### config.mk
export PLATFORM = sky130hd
export DESIGN_NAME = uart_tx_arbiter
export DESIGN_NICKNAME = d
export VERILOG_FILES = /design/src/rtl/uart_tx_arbiter.sv
export SDC_FILE = /design/constraint.sdc
export NUM_CORES = 1
export LEC_CHECK = 0
export BUFFER_PORTS_ARGS = -buffer_cell sky130_fd_sc_hd__buf_2
export CAP_MARGIN = 20
export CORE_MARGIN = 10
export CORE_UTILIZATION = 54
export CTS_CLUSTER_SIZE = 30
export DETAILED_ROUTE_END_ITERATION = 8
export GPL_TIMING_DRIVEN = 0
export PLACE_DENSITY = 0.86
export SYNTH_ARGS = -nofsm -noshare
export SYNTH_HDL_FRONTEND = slang
export SYNTH_SLANG_ARGS = --single-unit
### constraint.sdc
create_clock -name i_clk -period 3.2 [get_ports i_clk]
set_input_delay 0.64 -clock i_clk [delete_from_list [all_inputs] [get_ports i_clk]]
set_output_delay 0.64 -clock i_clk [all_outputs]
set_load 0.02 [all_outputs]
### src/rtl/uart_tx_arbiter.sv
// Merges keyboard bytes and terminal reply packets into one UART input stream.
// Packets are granted atomically, ties alternate round-robin, and MAX_BURST bounds each grant.
module uart_tx_arbiter #(
    parameter int MAX_BURST = 16
) (
    input  logic       i_clk,
    input  logic       i_reset,
    input  logic [7:0] i_kbd_data,
    input  logic       i_kbd_valid,
    input  logic       i_kbd_last,
    output logic       o_kbd_ready,
    input  logic [7:0] i_resp_data,
    input  logic       i_resp_valid,
    input  logic       i_resp_last,
    output logic       o_resp_ready,
    output logic [7:0] o_out_data,
    output logic       o_out_valid,
    input  logic       i_out_ready,
    output logic       o_busy,
    output logic       o_overlong
);

    typedef enum logic [1:0] {
        IDLE      = 2'd0,
        LOCK_KBD  = 2'd1,
        LOCK_RESP = 2'd2
    } state_t;

    localparam logic [7:0] MAX_BURST_8 = 8'(MAX_BURST);

    state_t     r_state;
    state_t     w_next_state;
    logic       r_last_grant_resp;
    logic [7:0] r_burst_cnt;
    logic [7:0] r_out_data;
    logic       r_out_valid;
    logic       r_overlong;

    logic       w_take;
    logic       w_sel_valid;
    logic       w_sel_last;
    logic [7:0] w_sel_data;
    logic       w_accept;
    logic [7:0] w_cnt_inc;
    logic       w_burst_hit;
    logic       w_release;

    // The output register can take a byte when empty or when it drains this cycle.
    assign w_take       = !r_out_valid || i_out_ready;
    assign o_kbd_ready  = (r_state == LOCK_KBD)  && w_take;
    assign o_resp_ready = (r_state == LOCK_RESP) && w_take;

    // NOTE: every signal gets a default first so no path through the case infers a latch.
    always_comb begin
        w_sel_valid = 1'b0;
        w_sel_last  = 1'b0;
        w_sel_data  = 8'h00;
        case (r_state)
            LOCK_KBD: begin
                w_sel_valid = i_kbd_valid;
                w_sel_last  = i_kbd_last;
                w_sel_data  = i_kbd_data;
            end
            LOCK_RESP: begin
                w_sel_valid = i_resp_valid;
                w_sel_last  = i_resp_last;
                w_sel_data  = i_resp_data;
            end
            default: ;
        endcase
    end

    assign w_accept    = w_sel_valid && w_take;
    assign w_cnt_inc   = r_burst_cnt + 8'd1;
    assign w_burst_hit = (w_cnt_inc == MAX_BURST_8);
    assign w_release   = w_accept && (w_sel_last || w_burst_hit);

    always_comb begin
        w_next_state = r_state;
        case (r_state)
            IDLE: begin
                if (i_kbd_valid && i_resp_valid) begin
                    w_next_state = r_last_grant_resp ? LOCK_KBD : LOCK_RESP;
                end else if (i_kbd_valid) begin
                    w_next_state = LOCK_KBD;
                end else if (i_resp_valid) begin
                    w_next_state = LOCK_RESP;
                end
            end
            LOCK_KBD, LOCK_RESP: begin
                if (w_release) begin
                    w_next_state = IDLE;
                end
            end
            default: w_next_state = IDLE;
        endcase
    end

    // NOTE: sequential state uses non-blocking assignments so every register samples pre-edge values.
    always_ff @(posedge i_clk or posedge i_reset) begin
        if (i_reset) begin
            r_state <= IDLE;
        end else begin
            r_state <= w_next_state;
        end
    end

    always_ff @(posedge i_clk or posedge i_reset) begin
        if (i_reset) begin
            r_last_grant_resp <= 1'b0;
            r_burst_cnt       <= 8'h00;
            r_out_data        <= 8'h00;
            r_out_valid       <= 1'b0;
            r_overlong        <= 1'b0;
        end else begin
            if (w_accept) begin
                r_out_data  <= w_sel_data;
                r_out_valid <= 1'b1;
                r_burst_cnt <= w_release ? 8'h00 : w_cnt_inc;
                if (w_burst_hit && !w_sel_last) begin
                    r_overlong <= 1'b1;
                end
            end else if (i_out_ready) begin
                r_out_valid <= 1'b0;
            end
            if ((r_state == IDLE) && (w_next_state != IDLE)) begin
                r_last_grant_resp <= (w_next_state == LOCK_RESP);
            end
        end
    end

    assign o_out_data  = r_out_data;
    assign o_out_valid = r_out_valid;
    assign o_busy      = (r_state != IDLE);
    assign o_overlong  = r_overlong;

endmodule

Word level (Yosys, flattened, before mapping)

Index checks and enable logic that the tools add are counted.

Bits in registers: 21
Bits of input ports: 23
Output and inout port bits: 13
Word-level logic and storage cells: 40

$add $sub $neg: 1
Equality and inequality tests: 4
Multiplexer cells: 12
Reduce and logical (&&, ||, !) cells: 17

Operators by type and width:

| kind                                                | number |
|---|---|
| one-hot mux 8 bit (2 select lines)                  | 1 |
| 2-to-1 mux 2 bit                                    | 5 |
| adder 8 x 1 -> 8 bit, second input constant         | 1 |
| equality test 8 x 5 -> 1 bit, second input constant | 1 |
| 2-to-1 mux 8 bit                                    | 1 |
| logical AND 1 bit                                   | 7 |
| nonzero test 2 bit                                  | 3 |
| equality test 2 bit, second input constant          | 2 |
| one-hot mux 1 bit (2 select lines)                  | 2 |
| one-hot mux 2 bit (2 select lines)                  | 1 |
| equality test 2 x 1 -> 1 bit, second input constant | 1 |
| logical NOT 1 bit                                   | 2 |
| logical NOT 2 bit                                   | 1 |
| logical OR 1 bit                                    | 2 |
| 2-to-1 mux 1 bit                                    | 2 |
| AND reduction 2 bit                                 | 1 |
| OR reduction 2 bit                                  | 1 |

Logic depth before layout (Yosys ltp)

Gate-level depths: netlist of run 1.

Depth after elaboration: 8
Gate-level depth with buffers: 8
Mapped depth without buffers: 7

Worst setup path before layout of run 1

OpenSTA, ideal clock, no wires.

Path type: register to register
Start: register r_state[0]
End: register r_last_grant_resp
Setup time: 0.126 ns
Data arrival time: 1.636 ns
Data required time: 3.074 ns
Setup slack: 1.438 ns
Stages on the path, launching flop included: 8
Buffers on the path: 1
Period minus slack after synthesis: 1.762 ns
Cells stage by stage: dfrtp_1 > inv_1 > ha_1 > buf_6 > a22o_4 > a21oi_1 > a31oi_1 > o32a_1

Longest elaborated chain between the ends: 8
Elaborated cells between the ends (all ways): 17
Those cells by class: eq/ne: 3; mux: 7; reduce/logical: 7

RTL lines:

| element                                                                    | RTL line | RTL |
|---|---|---|
| start: declaration                                                         | 31       | `state_t r_state;` |
| start signal: assignment                                                   | 104      | `r_state <= w_next_state;` |
| equality test 2 bit / equality test 2 x 1 -> 1 bit (equally long branches) | 58, 80   |  |
| one-hot mux 1 bit (2 select lines)                                         | 58       | `case (r_state)` |
| logical AND 1 bit / logical OR 1 bit (equally long branches)               | 73, 76   |  |
| logical AND 1 bit                                                          | 76       | `assign w_release = w_accept && (w_sel_last \|\| w_burst_hit);` |
| 2-to-1 mux 2 bit                                                           | 91       | `if (w_release) begin` |
| one-hot mux 2 bit (2 select lines)                                         | 80       | `case (r_state)` |
| nonzero test 2 bit                                                         | 126      | `if ((r_state == IDLE) && (w_next_state != IDLE)) begin` |
| logical AND 1 bit                                                          | 126      |  |
| end signal: assignment                                                     | 127      | `r_last_grant_resp <= (w_next_state == LOCK_RESP);` |
| end: declaration                                                           | 33       | `logic r_last_grant_resp;` |

Parallel ways exist; a longest one is shown, timed or not.
A chain may end at the register's enable or synchronous reset.

Worst setup path after layout of run 1

Start: register r_state[0]
End: output o_resp_ready

Longest elaborated chain between the ends: 2

RTL lines:

| element             | RTL line | RTL |
|---|---|---|
| equality test 2 bit | 51       | `assign o_resp_ready = (r_state == LOCK_RESP) && w_take;` |
| logical AND 1 bit   | 51       |  |
| end: declaration    | 15       | `output logic o_resp_ready,` |

No other way between the ends.

==> flow_metrics.env, run 1 <==
export IMPL_num_vias=1041
export IMPL_max_cap_violations=0
export IMPL_routed_wirelength_um=2890
export IMPL_outcome="complete, no violations"
export IMPL_startpoint_type="register"
export IMPL_cts_tree="done"
export IMPL_drt_antenna_violating_nets=0
export IMPL_synth_area_per_cell_sq_um=9.48
export IMPL_start_util_pct=58.2
export IMPL_firstDrtPassIters=4
export IMPL_vdd_drop_max_mv=0.523
export IMPL_cpPeakStageDelay_ns=0.46
export IMPL_grt_pass1_vias=1073
export IMPL_ys_top_cells_by_area="dfrtp_1 (45%), nor2_1 (9.6%), a221oi_1 (6.0%)"
export IMPL_cp_arrival_ns=1.52
export IMPL_power_leakage_nw=0.703
export IMPL_min_delay_start="o_overlong$_DFFE_PP0P_"
export IMPL_root_buffer="clkbuf_4"
export IMPL_yosysTopAreaCellShare_pct=44.7
export IMPL_cts_htree_levels=1
export IMPL_maxSlewHeadroom_pct=47.2
export IMPL_hold_class="reg -> reg"
export IMPL_ioPinCount=36
export IMPL_yosysTopAreaCell="dfrtp_1"
export IMPL_period_share_pct=67.6
export IMPL_cpMaxStageDelayCell="dfrtp_1"
export IMPL_clkSinkCount=21
export IMPL_place_hpwl_um=2290
export IMPL_endpoint_kind="output pin"
export IMPL_grt_ovfl_total=0
export IMPL_drtIter0Drc=59
export IMPL_tightest_slew_ns=0.791
export IMPL_slew_violations=0
export IMPL_cp_startpoint="r_state[0]$_DFF_PP0_"
export IMPL_final_common_cell="buf_2"
export IMPL_gp_congestion=0.801
export IMPL_final_min_clock_period_ns=2.16
export IMPL_drive_above_1_share_pct=29.4
export IMPL_clk_pin_slew_ns=0.11
export IMPL_die_height_um=66.7
export IMPL_rsz0062_at_grt="no"
export IMPL_synthCells=124
export IMPL_power_mw=1.24
export IMPL_rows=16
export IMPL_grt_usage_pct=13.5
export IMPL_clockBufferDepth=2
export IMPL_portBuffers=35
export IMPL_synth_seq_area_share_pct=44.7
export IMPL_fin_setup_tns_ns=0
export IMPL_grt_start_max_net_pins=22
export IMPL_routed_via_density=5.48
export IMPL_path_cells="inv_1 > ha_1 > buf_6 > and2_1 > buf_2"
export IMPL_insertion_delay_ns=0.30
export IMPL_path_class="reg -> out"
export IMPL_cts_resized=0
export IMPL_wl_per_cell_um=15.2
export IMPL_worstPathMaxFanout=10
export IMPL_max_freq_mhz=462
export IMPL_area_growth_pct=20.1
export IMPL_syn_nets=152
export IMPL_final_nets=192
export IMPL_numCtsBuffers=3
export IMPL_drcViolationCount=0
export IMPL_pre_cts_ws_ns=1.22
export IMPL_dieArea_sq_um=4440
export IMPL_synth_seq_cells=21
export IMPL_cts_hold_buf=0
export IMPL_post_cts_repair_setup_buffers=0
export IMPL_finish_utilization_pct=69.9
export IMPL_setup_slack_ns=1.04
export IMPL_grt_antenna_before_repair=0
export IMPL_core_area_sq_um=2020
export IMPL_cellPowerDensity_nw_per_um2=878
export IMPL_die_x_um=66.7
export IMPL_setup_viol=0
export IMPL_layout_common_cells="buf_2 (37), nor2_1 (30), dfrtp_1 (21)"
export IMPL_ys_warnings_count=0
export IMPL_ys_types=35
export IMPL_timing_rr_start="r_state[0]$_DFF_PP0_"
export IMPL_crit_required_ns=2.56
export IMPL_grt_pass1_wl_um=4810
export IMPL_syn_cell_area_sq_um=1180
export IMPL_diodes=0
export IMPL_skew_ns=0.00151
export IMPL_finalHoldViolCount=0
[cells in the mapped netlist (all sizes together)]
master / number
xor2: 3
a211oi: 1
inv: 5
a22o: 2
mux2i: 1
o21ai: 4
a32o: 1
and2: 4
xnor2: 2
buf: 4
nand3: 3
nor2: 30
dfrtp: 21
nand2: 13
o32a: 1
nand4: 2
a21o: 1
o211a: 1
ha: 5
a31oi: 2
o22ai: 1
a21oi: 1
nand2b: 1
o2bb2ai: 1
nor3: 1
nor4: 1
a2bb2oi: 1
a221oi: 8
or2b: 2
and3: 1
[registers in the layout (all words and copies together) (netlist names)]
name               cells
r_state                2
o_out_data             8
o_overlong             1
r_last_grant_resp      1
o_out_valid            1
r_burst_cnt            8
[path summary, 6_finish.rpt]
| path | depth (start not counted) | to | slack (ns) |
|---|---|---|---|
| min | 1 | o_overlong$_DFFE_PP0P_ | 0.46 |
| max in group asynchronous | 2 | o_out_data[1]$_DFFE_PP0P_ | 2.25 |
| min in group asynchronous | 2 | r_last_grant_resp$_DFFE_PP0P_ | 0.47 |
| max reg2reg | 7 | r_last_grant_resp$_DFFE_PP0P_ | 1.19 |
| min reg2reg | 1 | o_overlong$_DFFE_PP0P_ | 0.46 |
| max | 5 | o_resp_ready | 1.04 |
[area by class of cell]
cell class / instances / area [sq um]
Buffer: 4 / 28.8
Clock buffer: 3 / 22.5
Clock inverter: 1 / 5.00
Fill cell: 171 / 609
Inverter: 5 / 18.8
Multi-Input combinational cell: 94 / 603
Sequential cell: 21 / 526
Tap cell: 27 / 33.8
Timing Repair Buffer: 35 / 175
[stage by stage]
stage	cells	cell area (sq um)	hold WS, ns
finish	190	1410	0.464
global route	190	1410	0.507
CTS	190	1410	0.470
detailed placement	186	1390	0.441
global placement	186	1390	0.437
floorplan	124	1180	0.471
[routing by layer]
metal | vias to the layer above | global-route usage, % | wire (um)
li1 | 514 | - | -
met1 | 490 | 14.1 | 1200
met2 | 35 | 23.1 | 1350
met3 | 2 | 6.69 | 321
met4 | 0 | 3.93 | 17
met5 | - | 0 | 0
[worst max-delay path, delay by kind of cell, from the launching register on]
kind                       cells  cell delay, ns
DFF                            1            0.46
and+or+nand+nor                1            0.13
adders and majority gates      1            0.23
buffers and inverters          3            0.39
[report_power, final]
group          internal [mW]  total, mW  switching, mW
Sequential             0.361      0.432         0.0708
Combinational          0.266      0.683          0.417
Clock                 0.0466      0.126         0.0794
Total                  0.673       1.24          0.567
[cell families after synthesis]
group / share of synthesized area [%]
buf+inv: 4.04
xor+xnor: 3.72
flops: 44.7
simple gates: 23.1
mux: 1.91
compound gates: 17.2
fa+ha+maj: 5.32
(Power assumes the default switching activity.)
==> run 2, diff against run 1 <==
Settings changed: ABC_AREA set to 1, CORE_UTILIZATION 54 to 51, PLACE_DENSITY 0.86 to 0.82.
Clock period 3.2 ns to 2 ns, I/O delays scaled along.
==> flow_metrics.env, run 2 <==
export IMPL_cellPowerDensity_nw_per_um2=1360
export IMPL_place_hpwl_um=2310
export IMPL_synth_area_per_cell_sq_um=8.75
export IMPL_crit_required_ns=2.22
export IMPL_clockBufferDepth=2
export IMPL_root_buffer="clkbuf_4"
export IMPL_yosysTopAreaCell="dfrtp_1"
export IMPL_ys_top_cells_by_area="dfrtp_1 (42%), nand2_1 (7.4%), mux2_2 (6.3%)"
export IMPL_insertion_delay_ns=0.30
export IMPL_max_cap_violations=0
export IMPL_power_leakage_nw=0.830
export IMPL_hold_class="in -> async"
export IMPL_clkSinkCount=21
export IMPL_period_share_pct=94.5
export IMPL_final_nets=213
export IMPL_p_seq_share_pct=35.0
export IMPL_die_x_um=69.7
export IMPL_reg2reg_slack_ns=0.11
export IMPL_cp_arrival_ns=2.11
export IMPL_layout_common_cells="buf_2 (36), nand2_1 (25), dfrtp_1 (20)"
export IMPL_die_height_um=69.7
export IMPL_maxSlewHeadroom_pct=47.8
export IMPL_ys_types=25
export IMPL_grt_ovfl_total=0
export IMPL_routed_via_density=5.44
export IMPL_outcome="complete, no violations"
export IMPL_synth_seq_cells=21
export IMPL_drive_above_1_share_pct=38.0
export IMPL_syn_nets=172
export IMPL_finalHoldViolCount=0
export IMPL_final_min_clock_period_ns=1.89
export IMPL_vdd_drop_max_mv=0.801
export IMPL_core_area_sq_um=2280
export IMPL_grt_usage_pct=11.3
export IMPL_clk_pin_slew_ns=0.12
export IMPL_yosysMostFrequentCell="nand2_1"
export IMPL_ys_warnings_count=0
export IMPL_cts_hold_buf=0
export IMPL_skew_ns=0.00726
export IMPL_startpoint_type="register"
export IMPL_portBuffers=35
export IMPL_slew_violations=0
export IMPL_power_frac_comb_pct=55.3
export IMPL_cts_htree_levels=1
export IMPL_dieArea_sq_um=4860
export IMPL_start_util_pct=55.4
export IMPL_num_vias=1154
export IMPL_rr_worst_depth=14
export IMPL_diodes=0
export IMPL_dpl_cell_area_sq_um=1470
export IMPL_area_growth_pct=21.2
export IMPL_setup_viol=0
export IMPL_grt_pass1_wl_um=4860
export IMPL_ioPinCount=36
export IMPL_drtIter0Drc=35
export IMPL_cts_tree="done"
export IMPL_synth_edf_count=0
export IMPL_r2r_end="r_last_grant_resp$_DFFE_PP0P_"
export IMPL_endpoint_kind="register"
export IMPL_tightest_slew_ns=0.781
export IMPL_grt_antenna_before_repair=0
export IMPL_syn_cell_area_sq_um=1260
export IMPL_synth_seq_area_share_pct=41.7
export IMPL_max_freq_mhz=529
export IMPL_grt_start_max_net_pins=22
export IMPL_final_area_sq_um=1530
export IMPL_switchingPower_uw=918
export IMPL_drt_antenna_violating_nets=0
export IMPL_grt_pass1_vias=1176
export IMPL_rsz0062_at_grt="yes"
export IMPL_fillCellCount=199
export IMPL_synthCells=144
export IMPL_p_clk_share_pct=9.7
export IMPL_yosys_top_cells_count="nand2_1 (25), dfrtp_1 (21), inv_1 (19)"
export IMPL_gp_congestion=0.820
export IMPL_yosysTopAreaCellShare_pct=41.7
export IMPL_worstPathMaxFanout=10
export IMPL_firstDrtPassIters=4
export IMPL_routed_wirelength_um=2920
export IMPL_ys_flop_type="dfrtp_1"
export IMPL_timing_rr_start="r_state[0]$_DFF_PP0_"
export IMPL_path_class="reg -> reg"
export IMPL_fin_setup_tns_ns=0
export IMPL_p_sw_share_pct=44.1
export IMPL_final_common_cell="buf_2"
export IMPL_intPower_mw=1.16
export IMPL_synthArstFlopShare_pct=100
export IMPL_drcViolationCount=0
export IMPL_wl_per_cell_um=13.8
export IMPL_rows=17
export IMPL_numCtsBuffers=3
## run 2: changes by cell type in the layout (fill, tap and decap cells not counted), moves of 4 or more
| cell | previous run | this run |
|---|---|---|
| inv_1 | 5 | 18 |
| a221oi_1 | 8 | 0 |
| nor2_1 | 30 | 9 |
| nand3_1 | 3 | 13 |
| a22o_1 | 1 | 8 |
| nand3_2 | 0 | 4 |
| nand2_1 | 12 | 25 |
| mux2_2 | 0 | 7 |
## run 2: layout make-up
cell class              instances  area, sq um  area share, %
plain buffers                   4         35.0           2.30
well taps                      28         35.0           2.30
inverters                      21         92.6           6.07
flip-flops and latches         21          527           34.5
multi-input cells              98          627           41.1
clock inverters                 1         5.00          0.328
repair buffers                 36          183           12.0
clock buffers                   3         22.5           1.48
## run 2: what timing repair did
item	CTS	global route
buffers inserted	0	1
endpoints found under the setup margin	1	9
gates resized for setup	1	8
pin swaps	0	1
## run 2: power groups by stage
stage	logic [mW]	registers [mW]	clock network, mW
after global routing	1.28	0.751	0.224
after detailed placement	1.10	0.737	0
after global placement	1.05	0.728	0
after CTS	1.11	0.732	0.199
after floorplan	0.734	0.808	0
final	1.15	0.729	0.202
## run 2: metrics by stage
step	setup slack, ns	power, mW	hold WS [ns]	cells	utilization [%]
finish	0.111	2.08	0.218	212	67.1
global route	-0.00888	2.26	0.269	212	67.1
CTS	0.0193	2.04	0.253	211	65.9
detailed placement	0.0562	1.84	0.473	207	64.6
global placement	0.123	1.78	0.460	207	64.6
floorplan	0.286	1.54	0.377	144	-
## run 2: logic make-up after synthesis
kind of cell	after synthesis	share of synthesized area, %
AO/OA/AOI/OAI	24	13.2
AND/OR/NAND/NOR	60	23.3
adder cells (fa/ha/maj)	5	4.97
XOR/XNOR	2	1.39
buffers and inverters	25	9.14
flip-flops	21	41.7
multiplexers	7	6.26
## run 2: metal layers
metal / routed length, um / GRT usage, % / vias to the layer above
met4: 54 / 4.13 / 0
met3: 202 / 3.57 / 8
met1: 1210 / 12.1 / 563
met5: 0 / 0 / -
li1: - / - / 548
met2: 1450 / 20.2 / 35
## run 2: worst max-delay path by stage
stage	start	endpoint	slack [ns]	depth (start not counted)
6_report	r_state[0]$_DFF_PP0_	r_last_grant_resp$_DFFE_PP0P_	0.11	14
5_1_grt	r_state[0]$_DFF_PP0_	r_last_grant_resp$_DFFE_PP0P_	-0.009	13
4_1_cts	r_state[1]$_DFF_PP0_	o_kbd_ready	0.02	6
3_5_place_dp	r_state[0]$_DFF_PP0_	r_last_grant_resp$_DFFE_PP0P_	0.06	13
3_3_place_gp	r_state[0]$_DFF_PP0_	r_last_grant_resp$_DFFE_PP0P_	0.12	13
2_1_floorplan	r_state[0]$_DFF_PP0_	r_last_grant_resp$_DFFE_PP0P_	0.29	13
## run 2: worst max-delay path, stage by stage, from the launching register on
cell,delay (ns)
dfrtp_2,0.45
inv_1,0.09
ha_1,0.16
buf_6,0.14
inv_2,0.04
o21ai_1,0.15
nand3_2,0.14
bufinv_8,0.23
nand2_4,0.10
nand2_4,0.08
nand2_2,0.04
nand3_2,0.05
nand2_1,0.05
nand2_1,0.05
inv_1,0.03
